--- src/rtl/overlap_framing.sv ---
// Overlapping framer: buffers the sample stream in a ring buffer and replays
// FRAME_LEN-sample windows every HOP_LEN samples with output backpressure and cadence.
module overlap_framing #(
    parameter int unsigned I_BW        = 9,
    parameter int unsigned O_BW        = 16,
    parameter int unsigned FRAME_LEN   = 256,
    parameter int unsigned HOP_LEN     = 128,
    parameter int unsigned CADENCE_CYC = 3,
    parameter int unsigned BUF_DEPTH   = 512
) (
    input  logic            clk_i,
    input  logic            rst_i,
    input  logic            en_i,
    input  logic [I_BW-1:0] data_i,
    input  logic            valid_i,
    output logic [O_BW-1:0] data_o,
    output logic            valid_o,
    input  logic            ready_i,
    output logic            last_o,
    output logic            overflow_o,
    output logic [15:0]     frame_cnt_o
);

    localparam int unsigned PTR_W  = $clog2(BUF_DEPTH);
    localparam int unsigned FILL_W = PTR_W + 1;
    localparam int unsigned IDX_W  = $clog2(FRAME_LEN);
    localparam int unsigned HOLD_W = (CADENCE_CYC > 1) ? $clog2(CADENCE_CYC) : 1;

    typedef enum logic {
        LOAD   = 1'b0,
        UNLOAD = 1'b1
    } state_t;

    state_t              state_q, state_d;
    logic [I_BW-1:0]     mem [BUF_DEPTH];
    logic [PTR_W-1:0]    wr_ptr_q;
    logic [PTR_W-1:0]    base_q;
    logic [FILL_W-1:0]   fill_q;
    logic [IDX_W-1:0]    idx_q;
    logic [HOLD_W-1:0]   hold_q;
    logic                overflow_q;
    logic [15:0]         frame_cnt_q;

    logic                clear_c;
    logic                full_c;
    logic                wr_c;
    logic                drop_c;
    logic                acc_c;
    logic                idx_last_c;
    logic                frame_end_c;
    logic [PTR_W-1:0]    rd_addr_c;
    logic signed [I_BW-1:0] rd_s_c;

    assign clear_c     = rst_i | ~en_i;
    assign full_c      = (fill_q >= FILL_W'(BUF_DEPTH));
    assign wr_c        = ~rst_i & en_i & valid_i & ~full_c;
    assign drop_c      = ~rst_i & en_i & valid_i & full_c;
    assign valid_o     = (state_q == UNLOAD);
    assign acc_c       = valid_o & ready_i & (hold_q >= HOLD_W'(CADENCE_CYC - 1));
    assign idx_last_c  = (idx_q == IDX_W'(FRAME_LEN - 1));
    assign frame_end_c = acc_c & idx_last_c;

    // Combinational read of the active element from registered pointers
    assign rd_addr_c   = base_q + PTR_W'(idx_q);
    assign rd_s_c      = mem[rd_addr_c];
    assign data_o      = O_BW'(rd_s_c);
    assign last_o      = valid_o & idx_last_c;
    assign overflow_o  = overflow_q;
    assign frame_cnt_o = frame_cnt_q;

    always_ff @(posedge clk_i) begin
        if (clear_c) begin
            state_q <= LOAD;
        end else begin
            state_q <= state_d;
        end
    end

    always_comb begin
        state_d = state_q;
        case (state_q)
            LOAD: begin
                if (fill_q >= FILL_W'(FRAME_LEN)) begin
                    state_d = UNLOAD;
                end
            end
            UNLOAD: begin
                if (frame_end_c) begin
                    state_d = LOAD;
                end
            end
            default: state_d = LOAD;
        endcase
    end

    // Sample storage; contents survive reset, only pointers are cleared
    always_ff @(posedge clk_i) begin
        if (wr_c) begin
            mem[wr_ptr_q] <= data_i;
        end
    end

    always_ff @(posedge clk_i) begin
        if (clear_c) begin
            wr_ptr_q    <= '0;
            base_q      <= '0;
            fill_q      <= '0;
            idx_q       <= '0;
            hold_q      <= '0;
            overflow_q  <= 1'b0;
            frame_cnt_q <= '0;
        end else begin
            if (wr_c) begin
                wr_ptr_q <= wr_ptr_q + PTR_W'(1);
            end
            // A write and a frame retire in the same cycle are both applied
            fill_q <= fill_q + FILL_W'(wr_c) - (frame_end_c ? FILL_W'(HOP_LEN) : FILL_W'(0));
            if (drop_c) begin
                overflow_q <= 1'b1;
            end
            if (frame_end_c) begin
                base_q      <= base_q + PTR_W'(HOP_LEN);
                frame_cnt_q <= frame_cnt_q + 16'd1;
            end
            if (state_q == LOAD) begin
                idx_q <= '0;
            end else if (acc_c) begin
                idx_q <= idx_last_c ? IDX_W'(0) : idx_q + IDX_W'(1);
            end
            if ((state_q == LOAD) || acc_c) begin
                hold_q <= '0;
            end else if (hold_q < HOLD_W'(CADENCE_CYC - 1)) begin
                hold_q <= hold_q + HOLD_W'(1);
            end
        end
    end

endmodule

--- config.mk ---
export PLATFORM = sky130hd
export DESIGN_NAME = overlap_framing
export DESIGN_NICKNAME = d
export VERILOG_FILES = /design/src/rtl/overlap_framing.sv
export SDC_FILE = /design/constraint.sdc
export NUM_CORES = 2
export LEC_CHECK = 0
export CAP_MARGIN = 20
export CORE_ASPECT_RATIO = 0.8
export CORE_MARGIN = 1.5
export CORE_UTILIZATION = 33
export CTS_BUF_LIST = sky130_fd_sc_hd__clkbuf_8
export DETAILED_ROUTE_END_ITERATION = 8
export SYNTH_ARGS = -nofsm -noshare
export SYNTH_HDL_FRONTEND = slang
export SYNTH_MEMORY_MAX_BITS = 65536
export SYNTH_SLANG_ARGS = --single-unit
export TNS_END_PERCENT = 50
--- constraint.sdc ---
create_clock -name clk_i -period 5.33 [get_ports clk_i]
set_input_delay 1.066 -clock clk_i [delete_from_list [all_inputs] [get_ports clk_i]]
set_output_delay 1.066 -clock clk_i [all_outputs]
set_load 0.05 [all_outputs]
# --- After elaboration in Yosys (flattened, before gate mapping) ---
# Memories as Yosys holds them, arrays and structs flattened.
# Index checks and enable logic that the tools add are counted.
word_totals:
  elab_cells: 45
  inputBits: 14
  ram_bits: 4608
  regBits: 56
  output_inout_bits: 35
  memories: 1
memory_table:
  columns: ["memory", "words", "width", "rd", "rd_clocked_by_memory_dff", "wr", "line", "rtl"]
  rows:
  - ["mem", 512, 9, 1, 0, 1, "35", "logic [I_BW-1:0] mem [BUF_DEPTH];"]
classes:
  bitwise_logic: 13
  n_addsub: 8
  n_mux: 7
  reduce_logical: 3
  n_eq_ne: 1
  order_cmp: 4
ops:
  columns: ["operator", "n"]
  rows:
  - ["16-bit by 1-bit adder with 16-bit output, second input constant", 1]
  - ["8-bit two-way mux", 2]
  - ["10-bit by 1-bit adder with 10-bit output", 1]
  - ["10-bit >= comparator, second input constant", 1]
  - ["10-bit by 9-bit >= comparator with 1-bit output, second input constant", 1]
  - ["10-bit by 8-bit subtractor with 10-bit output", 1]
  - ["9-bit by 1-bit adder with 9-bit output, second input constant", 1]
  - ["9-bit by 8-bit adder with 9-bit output", 1]
  - ["9-bit by 8-bit adder with 9-bit output, second input constant", 1]
  - ["8-bit by 1-bit adder with 8-bit output, second input constant", 1]
  - ["1-bit AND", 8]
  - ["8-bit equality test, second input constant", 1]
  - ["1-bit two-way mux", 4]
  - ["1-bit NOT", 4]
  - ["2-bit OR reduction", 2]
  - ["2-bit by 1-bit adder with 2-bit output, second input constant", 1]
  - ["2-bit >= comparator, second input constant", 1]
  - ["2-bit < comparator, second input constant", 1]
  - ["1-bit case mux with 2 select lines", 1]
  - ["1-bit logical OR", 1]
  - ["1-bit OR", 1]

# --- Depth between registers and ports, before layout ---
depth:
  depth_word: 6
  depth_mapped: 18
  mapped_depth_nobuf: 17

# --- Worst setup path after synthesis ---
# Ideal clock, no wire load.
synth_path:
  path_type: "reg2out"
  startpoint: "register idx_q[0]"
  endpoint: "output data_o[7]"
  path_slack_ps: 711
  t_required_ps: 4264
  t_arrival_ps: 3553
  path_buffers: 6
  path_stages_with_launch: 12
  path_cell_list: "dfxtp_1 buf_6 buf_12 buf_6 buf_6 buf_6 buf_6 nand3b_1 o221ai_1 o21ai_0 o41a_1 nor4_1"
synth_via:
  elab_chain_len: 2
synth_rtl:
  columns: ["element", "line", "rtl"]
  rows:
  - ["from (decl)", "39", "logic [IDX_W-1:0] idx_q;"]
  - ["from (signal assigned)", "128", "idx_q <= idx_last_c ? IDX_W'(0) : idx_q + IDX_W'(1);"]
  - ["9-bit by 8-bit adder with 9-bit output", "64", "assign rd_addr_c = base_q + PTR_W'(idx_q);"]
  - ["memory 512 x 9 bit", null, null]
  - ["to (decl)", "16", "output logic [O_BW-1:0] data_o,"]
# No other way between the ends.

# --- Worst setup path in the final report ---
layout_path:
  startpoint: "register idx_q[4]"
  endpoint: "output data_o[0]"
# The elaborated chain is that of the path after synthesis.

==> results.ini <==
[setup_path]
worstPathCellList = buf_4 -> or3b_4 -> buf_4 -> buf_4 -> o22ai_1 -> o41ai_2 -> nand4b_1 -> o221ai_4 -> buf_12
slowest_stage = o41ai_2
path_depth = 9
path_class = register to output pin
crit_path_max_incr_delay_ns = 0.67
crit_buf_inv = 4
required_ns = 4.26
reg2reg_depth = 13
r2r_slack_ns = 1.38
crit_arrival_ns = 4.81
critPathCaptureType = output pin
r2r_end = mem[359][3]
cp_top_family = compound AO/OA/AOI/OAI gates
startpoint_type = register
path_max_fanout = 10
r2r_start = fill_q[2]
endpoint = data_o[0]
cpMostUsedCell = buf_4
crit_start = idx_q[4]

[cells_and_area]
multi_input_area_um2 = 39700
area.growth.synth_to_final_pct = 20.0
final_nets = 10100
register_area_um2 = 139000
fillers = 48000
drive_gt1_share_pct = 35.0
postLayoutCellArea_um2 = 216000

[cts]
ctsHoldBuffers = 0
htreeDepth = 6
numClockSinks = 4657
clockBufferDepth = 4
insertion_delay_ns = 1.30
cts.reportedPaths.clkPinSlew_ns = 0.07
cts_tree = built
cts_buffers = 713
root_buffer = clkbuf_8

[synth]
yosys_warnings = 0
synth_top_area_share_pct = 76.9
ys_types = 82
ys_top_cells_by_area = edfxtp_1 77%, mux4_2 13%, mux2i_1 1.8%
synth_enable_flop_cells = 4608
synth_seq_cells = 4657
syn_area_um2 = 180000
synth-seq-area-share_pct = 77.4
netlist_instances = 8439
synthesis.nets = 8477
async_flop_share_pct = 0
yosys.cell_count.top_type = edfxtp_1
synth.largest_area_cell = edfxtp_1
synth.avg_cell_area_um2 = 21.3
synth_flop_cell = edfxtp_1
synth_common_cells = 4,608 x edfxtp_1, 1,031 x mux4_2, 620 x nor2_1

[timing]
final-setup-viol-count = 16
max_slew_margin_pct = 12.7
finalCriticalPeriod_ns = 5.87
finalClockSkew_ns = 0.0718
slew_viol_final = 0
fmax_mhz = 170
setup_ws_ns = -0.545
worst_pin_slew_ns = 1.30
period_share_pct = 110
whs_ns = 0.290
final_hold_viol_count = 0
rsz0062_at_grt = yes

[pwr]
total_power_w = 0.0689
p_leak_nw = 67.0
ir_worst_vdd_uv = 260
power_density_nw_per_um2 = 319

[floorplan]
start_util_pct = 33.1
core_area_um2 = 543000
dieArea_um2 = 550000
boundaryPins = 49
die_h_um = 664
chipWidth_um = 829
rows = 242

[routing]
routed_wl_um = 573000
drtAntennaViolNets = 0
post_drt_wl_per_cell_um = 32.1
drtPass1Iterations = 5
drt_iter0_markers = 15900
num_vias = 99600
vias_per_cell = 5.58
drc_errors = 0

[outcome]
violations = negative setup slack
status = finished, violations left

[global_routing]
gr-usage-met1_pct = 28.5
grt.busiest_layer = met2
grt_use_met2_pct = 28.9
antenna_found_initial = 37
overflow = 0
grt_pass1_wl_um = 780000
grt_pass1_vias = 97400
grt.total_usage_pct = 20.0
globalRouteMet3Util_pct = 6.94
grt_max_degree = 164

[placement]
place_area_um2 = 197000
io_buffers = 48
post-place-ws_ns = -0.546
hpwl_um = 367000
place.gp.congestion = 0.902

[hold_path]
hold_class = input port to register

[job]
cap_violations = 0

## worst min path at each step
stage	startpoint	endpoint	slack [ns]	cells past startpoint
2_1_floorplan	idx_q[7]	idx_q[7]	0.47	2
3_3_place_gp	overflow_o	overflow_o	0.47	2
3_5_place_dp	overflow_o	overflow_o	0.48	2
4_1_cts	data_i[6]	mem[318][6]	0.20	1
5_1_grt	data_i[6]	mem[318][6]	0.26	1
6_report	data_i[6]	mem[318][6]	0.29	1
## cell type report
class	instances	share of cell area, %
sequential	4657	64.6
multi-input combinational	3240	18.4
timing repair buffer	1454	6.81
clock buffer	725	4.62
tap	7198	4.17
clock inverter	544	1.39
inverter	23	0.0417
antenna	19	0.0220
## cells by family after synthesis
logic type,after synthesis,share of synthesized area (%)
DFF,4657,77.4
muxes,1424,15.2
and+or+nand+nor,1004,2.45
AOI/OAI and AO/OA,753,2.86
buffers and inverters,542,1.73
xor gates and xnor gates,35,0.170
adders and majority gates,24,0.167
## state kept, by name, summed over array words and instances (netlist names)
signal,cells
base_q,2
wr_ptr_q,9
fill_q,10
overflow_o,1
idx_q,8
frame_cnt_o,16
hold_q,2
valid_o,1
mem,4608
## power breakdown
group	leakage [nW]	internal, W	switching [W]
Clock	7.41	0.0134	0.0144
Sequential	41.8	0.0402	0.00000473
Combinational	17.8	0.000108	0.000756
## placed cells by master, fill, tap and decap left out, drive strengths merged, types with 157 or more instances in the layout
master,Yosys,layout
edfxtp,4608,4608
clkinv,1,265
clkbuf,190,736
nor2,620,620
o22ai,238,238
mux2i,326,326
inv,22,271
buf,329,1407
mux4,1039,1039
nand2,157,157
## metal layers
layer / wire length (µm) / vias up
met2: 246000 / 7046
met4: 19200 / 14
met1: 226000 / 52700
met3: 81400 / 1009
met5: 106 / -
li1: - / 38800
## stage by stage
stage	std cells	util (%)	setup TNS, ns
global route	17800	39.7	-8.07
global placement	16400	36.3	-6.43
finish	17900	39.7	-7.78
floorplan	8439	-	0
CTS	17700	39.3	-9.10
detailed placement	16400	36.3	-4.71
## timing repair
action,CTS,global route
pin swaps,44,68
resized for setup,388,216
cloned,18,11
endpoints found under the setup margin,17,17
hold endpoints to repair,0,0
setup buffers,70,122
Note: power is estimated with default switching activity, not from simulation.
